### config.mk
export PLATFORM = sky130hd
export DESIGN_NAME = nxn_turn_ctrl_flat
export DESIGN_NICKNAME = d
export VERILOG_FILES = /design/src/rtl/nxn_turn_ctrl_pkg.sv /design/src/rtl/nxn_turn_ctrl_if.sv /design/src/rtl/nxn_turn_ctrl_line_check.sv /design/src/rtl/nxn_turn_ctrl.sv /design/src/flat_wrapper.sv
export SDC_FILE = /design/constraint.sdc
export NUM_CORES = 1
export LEC_CHECK = 0
export ABC_AREA = 1
export CELL_PAD_IN_SITES_DETAIL_PLACEMENT = 0
export CELL_PAD_IN_SITES_GLOBAL_PLACEMENT = 1
export CORE_MARGIN = 2
export CORE_UTILIZATION = 41
export CTS_BUF_LIST = sky130_fd_sc_hd__clkbuf_16
export CTS_CLUSTER_SIZE = 28
export DETAILED_ROUTE_END_ITERATION = 10
export PLACE_DENSITY_LB_ADDON = 0.1
export SYNTH_ARGS = -nofsm -noshare
export SYNTH_HDL_FRONTEND = slang
export SYNTH_SLANG_ARGS = --single-unit
### constraint.sdc
create_clock -name clk -period 4.9 [get_ports clk]
set_input_delay 0.98 -clock clk [delete_from_list [all_inputs] [get_ports clk]]
set_output_delay 0.98 -clock clk [all_outputs]
set_load 0.01 [all_outputs]
### src/rtl/nxn_turn_ctrl_pkg.sv
// Shared encodings for the N x N turn controller: FSM states, outcome codes
// and the number of lines that can form a win.
package nxn_turn_ctrl_pkg;

  typedef enum logic [2:0] {
    StIdle,
    StWaitMove,
    StPlace,
    StScan,
    StAdvance,
    StDone
  } state_e;

  localparam logic [1:0] OutNone = 2'b00;
  localparam logic [1:0] OutWin  = 2'b01;
  localparam logic [1:0] OutTie  = 2'b10;

  // N rows, N columns and the two diagonals.
  function automatic int unsigned line_count(input int unsigned n);
    return 2 * n + 2;
  endfunction

endpackage

### src/rtl/nxn_turn_ctrl_if.sv
// Move-entry / board-display bundle between the key decoder, the turn
// controller and the renderer.
interface nxn_turn_ctrl_if #(
  parameter int unsigned N       = 3,
  parameter int unsigned PLAYERS = 2
);
  localparam int unsigned CELLS = N * N;
  localparam int unsigned IW    = $clog2(CELLS);
  localparam int unsigned CW    = $clog2(PLAYERS + 1);
  localparam int unsigned PW    = $clog2(PLAYERS);

  logic                  start;
  logic                  move_valid;
  logic [IW-1:0]         move_idx;
  logic                  move_ready;
  logic [PW-1:0]         cur_player;
  logic [CELLS*CW-1:0]   board;
  logic                  reject;
  logic                  timeout;
  logic [1:0]            outcome;
  logic [CW-1:0]         winner;
  logic                  done;

  modport master (
    output start, move_valid, move_idx,
    input  move_ready, cur_player, board, reject, timeout, outcome, winner, done
  );

  modport slave (
    input  start, move_valid, move_idx,
    output move_ready, cur_player, board, reject, timeout, outcome, winner, done
  );

endinterface

### src/rtl/nxn_turn_ctrl_line_check.sv
// Combinational check that every cell of one board line holds a given player
// code; lines are rows, then columns, then main and anti diagonal.
module nxn_turn_ctrl_line_check #(
  parameter int unsigned N  = 3,
  parameter int unsigned CW = 2,
  parameter int unsigned LW = 3
) (
  input  logic [N*N*CW-1:0] board,
  input  logic [LW-1:0]     line,
  input  logic [CW-1:0]     code,
  output logic              match
);

  always_comb begin
    int unsigned l;
    int unsigned row;
    int unsigned col;
    l     = 32'(line);
    row   = 0;
    col   = 0;
    match = 1'b1;
    for (int unsigned i = 0; i < N; i++) begin
      if (l < N) begin
        row = l;
        col = i;
      end else if (l < 2 * N) begin
        row = i;
        col = l - N;
      end else if (l == 2 * N) begin
        row = i;
        col = i;
      end else begin
        row = i;
        col = N - 1 - i;
      end
      if (board[(row * N + col) * CW +: CW] != code) match = 1'b0;
    end
  end

endmodule

### src/rtl/nxn_turn_ctrl.sv
// Turn/arbitration FSM for N x N, N-in-a-row games: accepts moves, rejects
// illegal ones, optionally forfeits slow turns and scans one line per cycle.
module nxn_turn_ctrl
  import nxn_turn_ctrl_pkg::*;
#(
  parameter int unsigned N           = 3,
  parameter int unsigned PLAYERS     = 2,
  parameter int unsigned TIMEOUT_CYC = 0
) (
  input logic            clk,
  input logic            rst,
  nxn_turn_ctrl_if.slave bus
);

  localparam int unsigned CELLS = N * N;
  localparam int unsigned IW    = $clog2(CELLS);
  localparam int unsigned CW    = $clog2(PLAYERS + 1);
  localparam int unsigned PW    = $clog2(PLAYERS);
  localparam int unsigned LINES = line_count(N);
  localparam int unsigned LW    = $clog2(LINES);
  localparam int unsigned FW    = $clog2(CELLS + 1);
  localparam int unsigned TW    = (TIMEOUT_CYC > 0) ? $clog2(TIMEOUT_CYC + 1) : 1;
  localparam int unsigned TLAST = (TIMEOUT_CYC > 0) ? TIMEOUT_CYC - 1 : 0;

  state_e              state_q, state_d;
  logic [CELLS*CW-1:0] board_q, board_d;
  logic [FW-1:0]       filled_q, filled_d;
  logic [LW-1:0]       line_q, line_d;
  logic [TW-1:0]       tmr_q, tmr_d;
  logic [PW-1:0]       cur_q, cur_d;
  logic [IW-1:0]       idx_q, idx_d;
  logic                reject_q, reject_d;
  logic                timeout_q, timeout_d;
  logic [1:0]          outcome_q, outcome_d;
  logic [CW-1:0]       winner_q, winner_d;

  logic [CW-1:0] code;
  logic [CW-1:0] sel_cell;
  logic          accept;
  logic          legal;
  logic          match;

  assign code     = CW'(cur_q) + CW'(1);
  assign sel_cell = CW'(board_q >> (32'(bus.move_idx) * CW));
  assign accept   = bus.move_valid && (state_q == StWaitMove);
  assign legal    = (32'(bus.move_idx) < CELLS) && (sel_cell == '0);

  nxn_turn_ctrl_line_check #(
    .N  (N),
    .CW (CW),
    .LW (LW)
  ) u_line_check (
    .board (board_q),
    .line  (line_q),
    .code  (code),
    .match (match)
  );

  always_comb begin
    state_d   = state_q;
    board_d   = board_q;
    filled_d  = filled_q;
    line_d    = line_q;
    tmr_d     = tmr_q;
    cur_d     = cur_q;
    idx_d     = idx_q;
    outcome_d = outcome_q;
    winner_d  = winner_q;
    reject_d  = 1'b0;
    timeout_d = 1'b0;

    case (state_q)
      StIdle, StDone: begin
        if (bus.start) begin
          state_d   = StWaitMove;
          board_d   = '0;
          filled_d  = '0;
          tmr_d     = '0;
          cur_d     = '0;
          outcome_d = OutNone;
          winner_d  = '0;
        end
      end
      StWaitMove: begin
        if (accept && legal) begin
          idx_d   = bus.move_idx;
          state_d = StPlace;
        end else begin
          reject_d = accept;
          // A legal accept in the final cycle beats the forfeit.
          if (TIMEOUT_CYC > 0 && tmr_q == TW'(TLAST)) begin
            timeout_d = 1'b1;
            state_d   = StAdvance;
          end else if (TIMEOUT_CYC > 0) begin
            tmr_d = tmr_q + TW'(1);
          end
        end
      end
      StPlace: begin
        board_d[32'(idx_q) * CW +: CW] = code;
        filled_d = filled_q + FW'(1);
        line_d   = '0;
        state_d  = StScan;
      end
      StScan: begin
        if (match) begin
          outcome_d = OutWin;
          winner_d  = code;
          state_d   = StDone;
        end else if (line_q == LW'(LINES - 1)) begin
          if (filled_q == FW'(CELLS)) begin
            outcome_d = OutTie;
            state_d   = StDone;
          end else begin
            state_d = StAdvance;
          end
        end else begin
          line_d = line_q + LW'(1);
        end
      end
      StAdvance: begin
        cur_d   = (cur_q == PW'(PLAYERS - 1)) ? '0 : cur_q + PW'(1);
        tmr_d   = '0;
        state_d = StWaitMove;
      end
      default: begin
        state_d   = StIdle;
        board_d   = '0;
        filled_d  = '0;
        line_d    = '0;
        tmr_d     = '0;
        cur_d     = '0;
        idx_d     = '0;
        outcome_d = OutNone;
        winner_d  = '0;
      end
    endcase
  end

  always_ff @(posedge clk or negedge rst) begin
    if (!rst) begin
      state_q   <= StIdle;
      board_q   <= '0;
      filled_q  <= '0;
      line_q    <= '0;
      tmr_q     <= '0;
      cur_q     <= '0;
      idx_q     <= '0;
      reject_q  <= 1'b0;
      timeout_q <= 1'b0;
      outcome_q <= OutNone;
      winner_q  <= '0;
    end else begin
      state_q   <= state_d;
      board_q   <= board_d;
      filled_q  <= filled_d;
      line_q    <= line_d;
      tmr_q     <= tmr_d;
      cur_q     <= cur_d;
      idx_q     <= idx_d;
      reject_q  <= reject_d;
      timeout_q <= timeout_d;
      outcome_q <= outcome_d;
      winner_q  <= winner_d;
    end
  end

  assign bus.move_ready = (state_q == StWaitMove);
  assign bus.done       = (state_q == StDone);
  assign bus.cur_player = cur_q;
  assign bus.board      = board_q;
  assign bus.reject     = reject_q;
  assign bus.timeout    = timeout_q;
  assign bus.outcome    = outcome_q;
  assign bus.winner     = winner_q;

endmodule

### src/flat_wrapper.sv
// flat-port wrapper written by rule: the top's interface ports become plain ports
module nxn_turn_ctrl_flat import nxn_turn_ctrl_pkg::*;
#(
  parameter int unsigned N           = 3,
  parameter int unsigned PLAYERS     = 2,
  parameter int unsigned TIMEOUT_CYC = 0
)
  (clk, rst, bus_start, bus_move_valid, bus_move_idx, bus_move_ready, bus_cur_player, bus_board, bus_reject, bus_timeout, bus_outcome, bus_winner, bus_done);
  nxn_turn_ctrl_if #(.N(N), .PLAYERS(PLAYERS)) bus_i ();
  input logic clk;
  input logic rst;
  input wire logic [$bits(bus_i.start)-1:0] bus_start;
  input wire logic [$bits(bus_i.move_valid)-1:0] bus_move_valid;
  input wire logic [$bits(bus_i.move_idx)-1:0] bus_move_idx;
  output wire logic [$bits(bus_i.move_ready)-1:0] bus_move_ready;
  output wire logic [$bits(bus_i.cur_player)-1:0] bus_cur_player;
  output wire logic [$bits(bus_i.board)-1:0] bus_board;
  output wire logic [$bits(bus_i.reject)-1:0] bus_reject;
  output wire logic [$bits(bus_i.timeout)-1:0] bus_timeout;
  output wire logic [$bits(bus_i.outcome)-1:0] bus_outcome;
  output wire logic [$bits(bus_i.winner)-1:0] bus_winner;
  output wire logic [$bits(bus_i.done)-1:0] bus_done;
  assign bus_i.start = bus_start;
  assign bus_i.move_valid = bus_move_valid;
  assign bus_i.move_idx = bus_move_idx;
  assign bus_move_ready = bus_i.move_ready;
  assign bus_cur_player = bus_i.cur_player;
  assign bus_board = bus_i.board;
  assign bus_reject = bus_i.reject;
  assign bus_timeout = bus_i.timeout;
  assign bus_outcome = bus_i.outcome;
  assign bus_winner = bus_i.winner;
  assign bus_done = bus_i.done;
  nxn_turn_ctrl #(.N(N), .PLAYERS(PLAYERS), .TIMEOUT_CYC(TIMEOUT_CYC)) u_core (.clk(clk), .rst(rst), .bus(bus_i));
endmodule
======== Yosys cells after proc, flatten, opt, wreduce, memory -nomap -nowiden ========
Cells that the tools add are included.
storage, ports and cells
  register bits ........................... 38
  bits of input ports ..................... 8
  output and inout bits ................... 27
  logic and storage cells ................. 113
operators by class
  mux-type cells .......................... 42
  eq/ne operators ......................... 18
  shift operators ......................... 6
  multiply operators ...................... 3
  reductions and logical operators ........ 18
  add/sub/neg operators ................... 9
  magnitude comparators ................... 3
  bitwise gates (word level) .............. 5
operators with widths
  cell                                                   count
  two-way mux 31 bit                                     6
  indexed part select 18 x 33 -> 2 bit                   3
  adder 31 bit                                           3
  case mux 18 bit (3 select lines)                       1
  negator 5 -> 34 bit                                    1
  variable shift 2 x 34 -> 18 bit, first input constant  1
  indexed part select 2 x 34 -> 18 bit                   1
  two-way mux 3 bit                                      9
  bitwise mux 18 bit                                     1
  two-way mux 18 bit                                     1
  right shift 18 x 5 -> 2 bit                            1
  multiplier 3 x 2 -> 5 bit, second input constant       3
  case mux 3 bit (5 select lines)                        1
  two-way mux 2 bit                                      7
  equality test 3 bit, second input constant             4
  case mux 2 bit (3 select lines)                        2
  case mux 4 bit (3 select lines)                        1
  AND reduction 3 bit                                    3
  OR reduction 3 bit                                     3
  two-way mux 1 bit                                      8
  two-way mux 4 bit                                      2
  case mux 4 bit (2 select lines)                        1
  equality test 3 x 2 -> 1 bit, second input constant    2
  inequality test 2 bit                                  3
  other kinds (24)                                       36

======== Longest topological paths before layout ========
Gate-level depths: netlist of the first run.
  depth after elaboration ................. 12
  depth in mapped cells ................... 29
  gate-level depth less buffers ........... 29

======== By module ========
A second synthesis of the first run with hierarchy kept.
second synthesis, totals
  cells, all modules ...................... 579
  area, all modules ....................... 3958.8 um2
by module, submodules not included
  module                    area an instance (um2)  instances  sequential area each (um2)  cells an instance
  nxn_turn_ctrl             2294.7                  1          950.9                       284
  nxn_turn_ctrl_line_check  1664.1                  1          0.0                         295

======== Worst setup path before layout of the first run ========
No wires, ideal clock.
  path type ............................... register -> register
  from .................................... reg u_core.line_q[1]
  to ...................................... reg u_core.outcome_q[0], in the netlist u_core.bus.outcome[0]
  cell stages (with the launch flop) ...... 23
  setup slack ............................. 1292 ps
  buffers on the path ..................... 0
  arrival time ............................ 3491 ps
  setup time .............................. 117 ps
  required time ........................... 4783 ps
  period minus slack after synthesis ...... 3608 ps
  cells stage by stage .................... dfrtp_1 ha_1 inv_1 ha_1 nand2_1 inv_1 ha_1 ha_1 ha_1 xor2_1 inv_1 nand3_1 nand3_1 a21oi_1 nand3_1 nand2_1 nand2_1 nor2_1 nand3_4 a21oi_1 nand2_1 nand2_1 nand2_1
on the way
  longest elaborated chain between the ends .. 12
  elaborated cells on any way between the ends .. 36
  those cells by class .................... add/sub (4); mul (3); order compare (2); eq/ne (7); shift (3); mux (16); reduce/logical (1)
ends and longest elaborated chain
  element                                                                line                  RTL
  start, declared                                                        nxn_turn_ctrl.sv:28   logic [LW-1:0] line_q, line_d;
  start signal, assigned                                                 nxn_turn_ctrl.sv:157  line_q <= line_d;
  parallel branches: the longest is 12 deep, another holds adder 31 bit  -
  end signal, assigned                                                   nxn_turn_ctrl.sv:151  outcome_q <= OutNone;
  end signal, assigned                                                   nxn_turn_ctrl.sv:163  outcome_q <= outcome_d;
  end, declared                                                          nxn_turn_ctrl.sv:34   logic [1:0] outcome_q, outcome_d;
Parallel ways; which one is timed is not known.
A chain may end at the register's enable or synchronous reset.

======== Worst setup path after layout of the first run ========
  from .................................... reg u_core.line_q[1]
  to ...................................... reg u_core.outcome_q[1], in the netlist u_core.bus.outcome[1]
Same word-level chain as after synthesis.

==> results of run 1 <==
-- cells by family (layout without fill, tap and decap cells) --
group | after synthesis | count (layout)
simple gates | 336 | 336
xor+xnor | 10 | 10
fa+ha+maj | 26 | 26
buf+inv | 91 | 124
compound gates | 59 | 59
flops | 38 | 38
other cells | 2 | 3
-- stage by stage --
| stage | setup WS, ns | power, mW | hold slack, ns | cell area, um2 |
|---|---|---|---|---|
| detailed placement | 0.675 | 2.63 | 0.470 | 4080 |
| finish | 0.622 | 3.05 | 0.480 | 4270 |
| global route | 0.218 | 3.37 | 0.514 | 4270 |
| global placement | 0.768 | 2.61 | 0.466 | 4080 |
| floorplan | 1.29 | 2.08 | 0.475 | 3640 |
| CTS | 0.657 | 3.05 | 0.485 | 4270 |
-- registers in the layout (all words and copies together) (netlist names) --
register,cells
u_core.bus.board,18
u_core.bus.cur_player,1
u_core.bus.outcome,2
u_core.bus.reject,1
u_core.bus.winner,2
u_core.filled_q,4
u_core.idx_q,4
u_core.line_q,3
u_core.state_q,3
-- cell type report --
class                      count  area (um2)
clock buffer                   5         125
clock inverter                 3        63.8
fill                         926        4410
inverter                      82         308
multi-input combinational    434        2350
sequential                    38         951
tap                          108         135
timing repair buffer          34         333
-- cell usage after synthesis (9+ instances only) --
master,instances,share of area
sky130_fd_sc_hd__a21oi_1,13,0.018
sky130_fd_sc_hd__dfrtp_1,38,0.26
sky130_fd_sc_hd__ha_1,24,0.083
sky130_fd_sc_hd__inv_1,76,0.078
sky130_fd_sc_hd__nand2_1,165,0.17
sky130_fd_sc_hd__nand3_1,79,0.11
sky130_fd_sc_hd__nand4_1,9,0.015
sky130_fd_sc_hd__nor2_1,38,0.039
sky130_fd_sc_hd__nor3_1,16,0.022
sky130_fd_sc_hd__o21ai_0,29,0.040
-- worst paths after layout --
kind                                            start                    end  slack [ns]
max in group asynchronous                         rst    u_core.bus.board[7]        3.55
min in group asynchronous                         rst  u_core.bus.outcome[0]        0.81
worst max-delay path                 u_core.line_q[1]  u_core.bus.outcome[1]        0.62
worst min-delay path            u_core.bus.outcome[1]  u_core.bus.outcome[1]        0.48
worst max register to register       u_core.line_q[1]  u_core.bus.outcome[1]        0.62
worst min register to register  u_core.bus.outcome[1]  u_core.bus.outcome[1]        0.48
-- per-layer routing --
metal / wire (um) / up-vias / track usage / part of all wire
li1: - / 1893 / - / -
met1: 5050 / 1705 / 0.319 / 0.48
met2: 5000 / 78 / 0.368 / 0.48
met3: 332 / 6 / 0.0286 / 0.032
met4: 76 / 0 / 0.0453 / 0.0073
met5: 0 / - / 0 / 0
-- cells in the final DEF (no fill, tap or decap), drive strengths merged, types with 3 or more instances in the layout --
cell type,count
clkbuf,5
nand3b,3
xnor2,3
xor2,7
conb,3
o22ai,3
clkdlybuf4s50,32
nand2,175
inv,81
dfrtp,38
o21ai,32
nand4,9
nor2,44
nor3,16
a21oi,14
ha,24
nand3,85
-- worst max-delay path: stages (launching register included) --
cell and delay, ns:
sky130_fd_sc_hd__dfrtp_1 0.60, sky130_fd_sc_hd__ha_1 0.27, sky130_fd_sc_hd__inv_1 0.06, sky130_fd_sc_hd__ha_1 0.23, sky130_fd_sc_hd__nand2_1 0.08, sky130_fd_sc_hd__inv_1 0.06, sky130_fd_sc_hd__ha_1 0.19, sky130_fd_sc_hd__ha_1 0.28
sky130_fd_sc_hd__ha_1 0.33, sky130_fd_sc_hd__xor2_1 0.44, sky130_fd_sc_hd__inv_1 0.18, sky130_fd_sc_hd__nand3_1 0.14, sky130_fd_sc_hd__nand3_1 0.08, sky130_fd_sc_hd__a21oi_1 0.20, sky130_fd_sc_hd__nand3_1 0.10, sky130_fd_sc_hd__nand2_1 0.07
sky130_fd_sc_hd__nand2_1 0.05, sky130_fd_sc_hd__nor2_1 0.24, sky130_fd_sc_hd__nand3_4 0.17, sky130_fd_sc_hd__a21oi_1 0.20, sky130_fd_sc_hd__nand2_1 0.10, sky130_fd_sc_hd__nand2_1 0.06, sky130_fd_sc_hd__nand2_1 0.04
-- power by group through the flow --
stage	registers, mW	logic, mW	clock network, mW
2_1_floorplan	0.435	1.64	0
3_3_place_gp	0.452	2.16	0
3_5_place_dp	0.456	2.17	0
4_1_cts	0.450	2.18	0.426
5_1_grt	0.460	2.48	0.438
6_report	0.451	2.19	0.418
==> out/results.txt, run 1 <==
share of cells above drive strength 1: 0.0671
Final ANT Viol Nets: 0
number of primary I/O pins: 35
switching power summed over all nets: 1.69 mW
maximum number of pins on one net before global-route repair: 39
vias in the first global route: 3542
total leakage power: 2.19 nW
Main synth FF type: sky130_fd_sc_hd__dfrtp_1
achievable frequency: 0.234 GHz
total grt overflow: 0
x dimension of the die: 98.2 um
die area: 0.00965 mm2
total negative slack for setup checks: 0 ns
total of hold buffers inserted after clock tree synthesis: 0
CTS-repair resized insts: 0
post-synthesis compound-gate area fraction: 0.0945
switching share of power: 0.553
post-route clock period utilization: 0.873
post-route non-filler standard cell count: 704
cell-internal power: 1.37 mW
relative contribution of sequential cells to total power: 0.147
die extent in y: 98.2 um
Std-Cell Core Area: 0.00868 mm2
number of port buffers: 33
Ant. Diodes: 0
Final Routed Wirelength: 10500 um
area share of and/or/nand/nor cells after synthesis: 0.429
Critical Path Source Type: register
hold path cells: 2
actual transition at the worst max-transition pin: 0.869 ns
endpoint arrival time on the critical path: 4.45 ns
nets: 629
HP Class: register to register
first-pass iteration count of the detailed router: 5
Cell Area, Synth: 0.00364 mm2
number of DRC markers in iteration 0: 219
largest family of logic cells by synthesized area: simple AND/OR/NAND/NOR gates
number of cell instances on the worst register-to-register path: 22
result of the run: finished clean
Core Rows: 34
part of the Yosys area used for sequential elements: 0.261
Fin. Hold Viols: 0
max capacitance violation total: 0
global-route wire length before repair: 17600 um
Clk network pwr share: 0.137
clock transition time at the flip-flop clock pins of the worst setup and hold paths: 0.05 ns
worst clock skew on the final layout: 0.00583 ns
unique cell type count in the Yosys netlist: 42
clock tree from TritonCTS: built
via count: 3682
CTS sink cnt: 38
DRC: 0
count of buffers added by post-CTS timing repair for setup: 0
via-per-instance ratio: 5.23
xor/xnor share of the synthesized area: 0.0241
clock latency on the worst-skew pair: 0.28 ns
power share of the combinational group: 0.716
critical path type: register to register
adder-cell area share of the yosys netlist: 0.0935
root cell of the clock tree: sky130_fd_sc_hd__clkbuf_16
async set-reset flop share out of synthesis: 1.00
placed insts: 696
routed wirelength normalized by instance count: 14.9 um
number of synthesized register bits: 38
post-synthesis mux area share: 0
Max rail drop VDD: 0.350 mV
Avg Cell Area, Syn: 6.48 um2
maximum root-to-sink buffer count: 2
minimum period implied by the final worst setup slack: 4.28 ns
pins over their slew limit: 0
global routing usage summed across all routing layers: 0.224
post-synthesis to final-layout area growth: 17.2%
starting utilization of the core area: 0.419
setup repair after global routing missed its margin: no
antenna violations before repair: 0
Yosys warning count: 0
endpoint class of the critical path: register
Mapped Cells: 562
crit-path max FO: 9
pwr dens: 716 mW/mm2
clock buffers created by TritonCTS: 5
number of enable-type register cells in the synthesized netlist: 0
Slew Limit Headroom: 0.417
critical path data required time: 5.07 ns
Final setup violation count: 0
Post-Route Utilization: 0.492
routability congestion estimate: 0.914
number of H-tree levels: 2
HPWL after detailed placement: 8560 um
Note: power is estimated with default switching activity, not from simulation.
==> inputs of run 2 (changes only) <==
--- a/config.mk
+++ b/config.mk
@@ -14,6 +14,7 @@
 export CTS_CLUSTER_SIZE = 28
 export DETAILED_ROUTE_END_ITERATION = 10
 export PLACE_DENSITY_LB_ADDON = 0.1
+export SKIP_CTS_REPAIR_TIMING = 1
 export SYNTH_ARGS = -nofsm -noshare
 export SYNTH_HDL_FRONTEND = slang
 export SYNTH_SLANG_ARGS = --single-unit
==> results of run 2 <==
The final DEF is identical to that of run 1; final timing and power are the same.
==> inputs of run 3 (changes only) <==
--- a/config.mk
+++ b/config.mk
@@ -8,6 +8,7 @@
 export ABC_AREA = 1
 export CELL_PAD_IN_SITES_DETAIL_PLACEMENT = 0
 export CELL_PAD_IN_SITES_GLOBAL_PLACEMENT = 1
+export CORE_ASPECT_RATIO = 0.9
 export CORE_MARGIN = 2
 export CORE_UTILIZATION = 41
 export CTS_BUF_LIST = sky130_fd_sc_hd__clkbuf_16
==> run 3 against run 2 <==
Compared with the run above: worst hold slack better by 0.0059 ns; cell area is 0.23% lower; first-iteration DRC count down 20%; utilization up 0.28 points; clock power decreased by 14%; die area about the same; critical path depth decreased by 1; routed wire length decreased by 0.22%; global-route usage rose by 0.80 points; clock skew down 0.0011 ns; sequential share of layout area rose by 0.052 points; critical endpoint unchanged.
==> out/results.txt, run 3 (synthesis gave the netlist of run 1 again) <==
most used cells in the layout excluding fill and tap cells: sky130_fd_sc_hd__nand2_1 (165), sky130_fd_sc_hd__nand3_1 (79), sky130_fd_sc_hd__inv_1 (78), sky130_fd_sc_hd__nor2_1 (38), sky130_fd_sc_hd__dfrtp_1 (38)
critical path type: register to register
clock buffers created by TritonCTS: 5
nets: 630
endpoint arrival time on the critical path: 4.42 ns
die extent in y: 93.4 um
PnR worst setup slack: 0.649 ns
GR Layer Usage met1: 0.349
via count: 3666
clock transition time at the flip-flop clock pins of the worst setup and hold paths: 0.06 ns
Fin. Hold Viols: 0
Final Routed Wirelength: 10400 um
first-pass iteration count of the detailed router: 4
total leakage power: 2.19 nW
number of H-tree levels: 2
Setup WS pre-CTS: 0.702 ns
Post-Route Utilization: 0.494
Critical Path Source Type: register
max capacitance violation total: 0
total negative slack for setup checks: 0 ns
fill cell instance count of the final layout: 899
routed wirelength normalized by instance count: 14.6 um
number of port buffers: 33
share of cells above drive strength 1: 0.0653
setup repair after global routing missed its margin: no
clock latency on the worst-skew pair: 0.28 ns
HP Class: register to register
worst clock skew on the final layout: 0.00471 ns
achievable frequency: 0.235 GHz
most frequent standard cell in the layout excluding fill and tap cells: sky130_fd_sc_hd__nand2_1
maximum number of pins on one net before global-route repair: 39
met2 Usage GRT: 0.346
DRC: 0
die area: 0.00965 mm2
pwr dens: 698 mW/mm2
x dimension of the die: 103 um
antenna violations before repair: 0
clock tree from TritonCTS: built
CTS sink cnt: 38
via-per-instance ratio: 5.12
minimum period implied by the final worst setup slack: 4.25 ns
result of the run: finished clean
vias in the first global route: 3536
post-synthesis to final-layout area growth: 16.9%
number of DRC markers in iteration 0: 176
worst hold slack after final layout: 0.486 ns
Std-Cell Core Area: 0.00861 mm2
total grt overflow: 0
global-route wire length before repair: 17300 um
grt met3 use: 0.0306
maximum root-to-sink buffer count: 2
Final setup violation count: 0
number of flip-flops in the largest register: 18
routability congestion estimate: 0.896
number of primary I/O pins: 35
critical path data required time: 5.07 ns
Slew Limit Headroom: 0.414
global routing usage summed across all routing layers: 0.232
root cell of the clock tree: sky130_fd_sc_hd__clkbuf_16
Final ANT Viol Nets: 0
Ant. Diodes: 0
Max rail drop VDD: 0.295 mV
endpoint class of the critical path: register
crit-path max FO: 9
post-route clock period utilization: 0.868
grt peak-use layer: met1
Core Rows: 32
HPWL after detailed placement: 8500 um
pins over their slew limit: 0
starting utilization of the core area: 0.423
actual transition at the worst max-transition pin: 0.879 ns
-- run 3: cell count changes in the layout (fill, tap and decap cells not counted) --
cell and delta:
sky130_fd_sc_hd__buf_4 +1, sky130_fd_sc_hd__clkinv_1 -1, sky130_fd_sc_hd__inv_1 +2, sky130_fd_sc_hd__nor3_1 +1, sky130_fd_sc_hd__bufinv_16 -1, sky130_fd_sc_hd__nor3_2 -1
-- run 3: power breakdown --
group	leakage (nW)	switching, mW	total [mW]	internal [mW]
sequential	0.520	0.0781	0.448	0.369
combinational	1.58	1.45	2.17	0.711
clock	0.0864	0.123	0.359	0.236
-- run 3: stage by stage --
stage,cells,instance area [um2],total power [mW]
final,716,4260,2.97
after global routing,716,4260,3.29
after CTS,716,4260,2.97
after detailed placement,708,4090,2.60
after global placement,708,4090,2.59
after floorplan,563,3640,2.08
-- run 3: final timing paths --
path	start	endpoint	slack, ns	cells after the start
worst max-delay path	u_core.line_q[1]	u_core.bus.outcome[1]	0.65	21
worst min-delay path	u_core.bus.outcome[0]	u_core.bus.outcome[0]	0.49	2
worst max register to register	u_core.line_q[1]	u_core.bus.outcome[1]	0.65	21
worst min register to register	u_core.bus.outcome[0]	u_core.bus.outcome[0]	0.49	2
max in group asynchronous	rst	u_core.bus.board[6]	3.53	1
min in group asynchronous	rst	u_core.bus.outcome[1]	0.82	1
-- run 3: layout make-up --
cell class / instances / area (um2) / share of cell area
inverter: 82 / 308 / 0.0723
sequential: 38 / 951 / 0.223
clock buffer: 5 / 125 / 0.0294
clock inverter: 3 / 37.5 / 0.00882
timing repair buffer: 35 / 340 / 0.0800
multi-input combinational: 434 / 2350 / 0.551
tap: 119 / 149 / 0.0350
-- run 3: critical path: stages (launching register included) --
cell and delay (ns):
sky130_fd_sc_hd__dfrtp_1 0.60, sky130_fd_sc_hd__ha_1 0.26, sky130_fd_sc_hd__inv_1 0.06, sky130_fd_sc_hd__ha_1 0.23, sky130_fd_sc_hd__nand2_1 0.09, sky130_fd_sc_hd__inv_1 0.06
sky130_fd_sc_hd__ha_1 0.34, sky130_fd_sc_hd__fa_1 0.45, sky130_fd_sc_hd__xor2_1 0.46, sky130_fd_sc_hd__inv_1 0.18, sky130_fd_sc_hd__nand3_1 0.12, sky130_fd_sc_hd__nand3_1 0.07
sky130_fd_sc_hd__a21oi_1 0.21, sky130_fd_sc_hd__nand3_1 0.10, sky130_fd_sc_hd__nand2_1 0.07, sky130_fd_sc_hd__nand2_1 0.06, sky130_fd_sc_hd__nor2_1 0.19, sky130_fd_sc_hd__nand3_4 0.15
sky130_fd_sc_hd__a21oi_1 0.21, sky130_fd_sc_hd__nand2_1 0.10, sky130_fd_sc_hd__nand2_1 0.06, sky130_fd_sc_hd__nand2_1 0.05
-- run 3: per-layer routing --
metal / vias to the layer above / share of wire
met1: 1665 / 0.51
met2: 98 / 0.43
met3: 14 / 0.044
li1: 1889 / -
met5: - / 0
met4: 0 / 0.017
